$ cat src/rtl/lcd_share_arbiter.sv
// lcd_share_arbiter: time-shares one lcd1602 driver between player and host frames with a minimum owner dwell
module lcd_share_arbiter #(
  parameter int DWELL_CYC = 12000000,
  parameter int ACK_TO = 15,
  parameter int CNT_W = 24
) (
  input  logic         clk,
  input  logic         rst,
  input  logic [127:0] play_row1,
  input  logic [127:0] play_row2,
  input  logic [127:0] host_row1,
  input  logic [127:0] host_row2,
  input  logic         play_upd,
  input  logic         host_upd,
  input  logic         lcd_busy,
  output logic [127:0] lcd_row1,
  output logic [127:0] lcd_row2,
  output logic         lcd_start,
  output logic         owner,
  output logic         play_pend,
  output logic         host_pend
);
  localparam int AW = $clog2(ACK_TO + 1);
  localparam logic [AW-1:0] ACK_LAST = AW'(ACK_TO);
  localparam logic [CNT_W-1:0] RELOAD = CNT_W'(DWELL_CYC - 1);
  localparam logic [127:0] SPACES = {16{8'h20}};
  typedef enum logic [2:0] {IDLE, LATCH, START, WAIT_ACK, DRAW, DWELL} state_t;
  state_t state, nxt;
  logic sel, sel_nxt, last_owner;
  logic [CNT_W-1:0] dwell;
  logic [AW-1:0] ack;
  logic latching;
  assign lcd_start = state == START;
  assign latching = state == LATCH;
  always_comb begin
    nxt = state;
    sel_nxt = sel;
    case (state)
      IDLE: if (play_pend | host_pend) begin
        nxt = LATCH;
        sel_nxt = (play_pend & host_pend) ? ~last_owner : host_pend;
      end
      LATCH:    nxt = START;
      START:    nxt = WAIT_ACK;
      WAIT_ACK: nxt = lcd_busy ? DRAW : (ack == ACK_LAST) ? START : WAIT_ACK;
      DRAW:     nxt = lcd_busy ? DRAW : DWELL;
      DWELL: if (owner ? host_pend : play_pend) begin
        nxt = LATCH;
        sel_nxt = owner;
      end else if (dwell == '0) nxt = IDLE;
      default:  nxt = IDLE;
    endcase
  end
  always_ff @(posedge clk or posedge rst) begin
    if (rst) begin
      state <= IDLE;
      sel <= 1'b0;
      owner <= 1'b0;
      last_owner <= 1'b1;
      play_pend <= 1'b0;
      host_pend <= 1'b0;
      lcd_row1 <= SPACES;
      lcd_row2 <= SPACES;
      dwell <= '0;
      ack <= '0;
    end else begin
      state <= nxt;
      sel <= sel_nxt;
      // an update arriving in its own latch cycle wins, so the newer frame is re-sent
      play_pend <= play_upd | (play_pend & ~(latching & ~sel));
      host_pend <= host_upd | (host_pend & ~(latching & sel));
      ack <= (state == START) ? '0 : (state == WAIT_ACK) ? ack + AW'(1) : ack;
      if (latching) begin
        lcd_row1 <= sel ? host_row1 : play_row1;
        lcd_row2 <= sel ? host_row2 : play_row2;
        owner <= sel;
      end
      // only a change of owner restarts the dwell; self-refreshes keep it running
      if (latching && sel != last_owner) begin
        last_owner <= sel;
        dwell <= RELOAD;
      end else if (state != IDLE && dwell != '0) dwell <= dwell - CNT_W'(1);
    end
  end
endmodule

$ cat config.mk
export PLATFORM = sky130hd
export DESIGN_NAME = lcd_share_arbiter
export DESIGN_NICKNAME = d
export VERILOG_FILES = /design/src/rtl/lcd_share_arbiter.sv
export SDC_FILE = /design/constraint.sdc
export NUM_CORES = 1
export LEC_CHECK = 0
export BUFFER_PORTS_ARGS = -buffer_cell sky130_fd_sc_hd__buf_2
export CAP_MARGIN = 20
export CORE_AREA = 2 2 299 301
export DETAILED_ROUTE_END_ITERATION = 8
export DIE_AREA = 0 0 301 303
export PLACE_DENSITY = 0.49
export SYNTH_ARGS = -nofsm -noshare
export SYNTH_HDL_FRONTEND = slang
export SYNTH_SLANG_ARGS = --single-unit
$ cat constraint.sdc
create_clock -name clk -period 8.5 [get_ports clk]
set_input_delay 0.85 -clock clk [delete_from_list [all_inputs] [get_ports clk]]
set_output_delay 0.85 -clock clk [all_outputs]
set_load 0.05 [all_outputs]
; ---- Word level (Yosys, flattened, before mapping)
; Index checks and enable logic that the tools add are counted.
; W data, S select, Z words.
[totals]
wordCells = 63
inputBits = 517
regBits = 292
out_inout_bits = 260
[op_classes]
n_bitwise = 12
mux = 18
reduce_logical = 11
n_eq_ne = 10
addsub = 2
[op_table]
columns = cell, count
row1 = $mux W128, 2
row2 = $mux W24, 2
row3 = $logic_not A24 Y1, 1
row4 = $reduce_bool A24 Y1, 1
row5 = $sub A24 B1 Y24 const B, 1
row6 = $pmux W3 S6, 1
row7 = $mux W3, 4
row8 = $mux W4, 2
row9 = $eq A3 B2 Y1 const B, 2
row10 = $eq A3 B3 Y1 const B, 2
row11 = $mux W1, 6
row12 = $reduce_bool A2 Y1, 3
row13 = $and A1 B1 Y1, 5
row14 = $add A4 B1 Y4 const B, 1
row15 = $eq A4 B4 Y1 const B, 1
row16 = $ne A2 B2 Y1 const B, 2
row17 = $not A1 Y1, 4
row18 = $eq A3 B1 Y1 const B, 1
row19 = $logic_not A3 Y1, 1
row20 = $ne A3 B3 Y1 const B, 1
row21 = $or A1 B1 Y1, 3
row22 = $reduce_and A3 Y1, 1
row23 = $reduce_bool A3 Y1, 1
row24 = $logic_and A1 B1 Y1, 2
row25 = 3 further kinds, 3

; ---- Longest topological paths before layout
[logic_depth]
ltp_word = 5
ltp_mapped = 8
ltp_nobuf = 7

; ---- Worst setup path before layout
; Ideal clock, no wire load.
[synth_timing]
kind = flip-flop to output port
startpoint = register state[0]
endpoint = output lcd_start
arrival_time_ps = 1381
required_time_ps = 7650
setup_slack_ps = 6269
stages_incl_launch_ff = 4
path_buffers = 2
path_cell_list = dfrtp_1 -> clkbuf_1 -> clkbuf_1 -> nor2_1
[synth_between]
elab_chain_cells = 1
[synth_lines]
columns = item, line
row1 = from (decl), 28  ; state_t state, nxt;
row2 = from (signal assigned), 67  ; state <= nxt;
row3 = $eq A3 B2 Y1, 33  ; assign lcd_start = state == START;
row4 = to (decl), 18  ; output logic lcd_start,
; Every way passes these cells.

; ---- Final worst setup path
[layout_timing]
startpoint = register state[0]
endpoint = register lcd_row1[49]
[layout_between]
elab_chain_cells = 1
[layout_lines]
columns = item, line
row1 = $eq A3 B1 Y1, 34  ; assign latching = state == LATCH;
row2 = to (signal assigned), 74  ; lcd_row1 <= sel ? host_row1 : play_row1;
row3 = to (decl), 16  ; output logic [127:0] lcd_row1,
; Every way passes these cells.
; A chain may end at the register's enable or synchronous reset.

==> reports/metrics.cfg <==
[sta]
worstMarginPinSlew_ns = 1.06
maxSlewHeadroom = 0.290
grt_setup_unrepaired = no
drv_slew = 0
fin_tns_setup_ns = 0
holdWs_ns = 0.398
min_period_ns = 2.56
hold_violations = 0
clock_skew_ns = 0.00877
setup_violations = 0
fmax_mhz = 391
finalCritPeriodShare = 0.301

[finish]
area_growth_pct = 47.1
final_cell_mix = buf_2 (776), nor2_1 (274), a21oi_1 (263)
drive_gt1_frac = 0.424
final_common_cell = buf_2
seq_area_sq_um = 7350
multi_input_area_sq_um = 5790
num-fill-cells = 9703
layout.nets = 2572

[detailed_routing]
maxUsedRoutingLayer = met4
drtPass1Iterations = 5
vias = 12200
wl_met1_microns = 19700
drt_iter0_markers = 477
wire_per_inst_microns = 15.3
post_drt_via_cell_ratio = 3.75
met2WireLength_microns = 24800
ant_nets = 0
post-route-drc-count = 0
routed_wl_microns = 49700
met3_length_microns = 3740

[yosys]
syn_avg_cell_area_sq_um = 10.2
synthTopCellsByArea = dfrtp_1 (48%), mux2i_1 (19%), a21oi_1 (9.7%), nor2_1 (7.6%), dfstp_2 (6.4%)
ys_types = 45
syn-num-nets = 1844
syn_area_sq_um = 13500
ys_seq_area_frac = 0.543
yosys.area.top_type = dfrtp_1
yosysTopAreaCellShare = 0.479
synth.yosys.warnings = 0
syn_inst = 1324
synth-seq-cells = 292

[critical_path]
critPathSlowestCell = dfrtp_1
reg2reg_depth = 4
crit_path_end_kind = flip-flop
timing.rr.end = lcd_row1[49]
crit_buf_inv = 2
rr_startpoint = state[0]
startpoint = state[0]
cp.required_ns = 8.87
cp_cell_sequence = nor3b_2, buf_4, buf_12, a21oi_1
start_kind = flip-flop
crit_path_max_incr_delay_ns = 0.63
path_delay_family = buffers and inverters
crit_type = reg -> reg
r2r_slack_ns = 5.94
critPathMaxFanout = 212
crit_arrival_ns = 2.93

[clocking]
postCtsHoldBufs = 0
max-clock-path-buffers = 3
clkLatencyLatePin_ns = 0.54
ctsResizeCount = 0
postCtsSetupBuffers = 0
cts_tree = done
htreeDepth = 2
cts.sinks = 292
cts_root_buffer = clkbuf_16
clkTransAtPathRegs_ns = 0.06
cts_buffers = 37

[power]
power.leakage_nw = 9.73
vdd_ir_drop_max_mv = 0.259
p_per_area_nw_per_um2 = 469

[place]
dp_hpwl_microns = 38700
gp_congestion = 0.805
io_buffers = 776

[global_route]
grt_pass1_vias = 11700
grt_pass1_wl_microns = 70200
antenna_found_initial = 5
gr-total-overflow = 0
grt_max_degree = 213
grt_use_total = 0.101

[floorplan]
die_x_microns = 301
rows = 109
coreArea_sq_um = 88000
io_pins = 777
die_h_microns = 303
dieArea_sq_um = 91200
start_util = 0.154

[job]
max_cap_violations = 0

[min_path]
hp-class = in -> async

[run_status]
status = completed

[state kept, by name, indices dropped and copies added (netlist names)]
name,count
ack,4
dwell,24
host_pend,1
last_owner,1
lcd_row1,128
lcd_row2,128
owner,1
play_pend,1
sel,1
state,3
[power by group]
part / total (mW) / switching [mW] / internal (mW) / leakage [nW]
Sequential: 2.54 / 0.416 / 2.13 / 3.19
Clock: 1.59 / 0.624 / 0.965 / 0.598
Combinational: 5.20 / 3.82 / 1.39 / 5.94
Total: 9.33 / 4.86 / 4.48 / 9.73
[worst reg2reg max path, delay by kind of cell, from the launching register on]
| kind | cells | cell delay (ns) |
|---|---|---|
| buf+inv | 2 | 0.98 |
| flops | 1 | 0.63 |
| compound gates | 1 | 0.50 |
| simple gates | 1 | 0.28 |
[layout make-up]
cell class | instances | area share
flip-flops and latches | 292 | 0.370
multi-input cells | 930 | 0.291
repair buffers | 784 | 0.202
well taps | 1165 | 0.0733
clock buffers | 58 | 0.0562
clock inverters | 10 | 0.00547
inverters | 7 | 0.00151
diodes | 5 | 0.000629
[synth_stat cells (all sizes together)]
library cell	number
nor2	274
a21oi	263
dfrtp	259
mux2i	257
clkbuf	89
dfstp	33
nand2	33
xor2	15
o21ai	14
nand3	11
nor4	8
inv	7
buf	6
nand4	5
nor3	5
o211ai	4
or4	4
ha	3
o22ai	3
or3	3
xnor2	3
and2	2
and3	2
mux2	2
nand2b	2
nand4b	2
nor2b	2
o31ai	2
a211o	1
a21o	1
a311o	1
and4	1
nand3b	1
nor3b	1
nor4b	1
o2111ai	1
o211a	1
o31a	1
o41ai	1
[worst max path at each step]
stage	to	slack, ns	depth (start not counted)
final	lcd_row1[49]	5.94	4
after floorplan	ack[0]	3.80	1
after global placement	lcd_row1[53]	6.10	5
after CTS	lcd_start	5.91	4
after detailed placement	lcd_row1[63]	6.03	4
after global routing	lcd_row1[47]	5.70	5
[per-layer routing]
metal / vias up / track usage
met2: 471 / 0.172
met3: 57 / 0.0284
met1: 5607 / 0.119
met4: 0 / 0.0409
li1: 6058 / -
met5: - / 0
[logic make-up (layout without fill, tap and decap cells)]
family / count (synthesis) / after routing / synth area share
xor gates and xnor gates: 18 / 18 / 0.0117
DFF: 292 / 292 / 0.543
other: 0 / 5 / 0
buffers and inverters: 102 / 859 / 0.0290
AOI/OAI and AO/OA: 293 / 293 / 0.113
and+or+nand+nor: 357 / 357 / 0.108
muxes: 259 / 259 / 0.192
adders and majority gates: 3 / 3 / 0.00278
[metrics by stage]
| step | area [sq um] | utilization | power (mW) | worst slack (ns) | cells |
|---|---|---|---|---|---|
| finish | 19900 | 0.226 | 9.33 | 5.94 | 3251 |
| global route | 19900 | 0.226 | 9.91 | 5.70 | 3250 |
| CTS | 19900 | 0.226 | 9.47 | 5.91 | 3246 |
| detailed placement | 18600 | 0.212 | 7.82 | 6.03 | 3178 |
| global placement | 18600 | 0.212 | 7.77 | 6.10 | 3178 |
| floorplan | 13500 | - | 6.49 | 3.80 | 1324 |
Note: power is estimated with default switching activity, not from simulation.
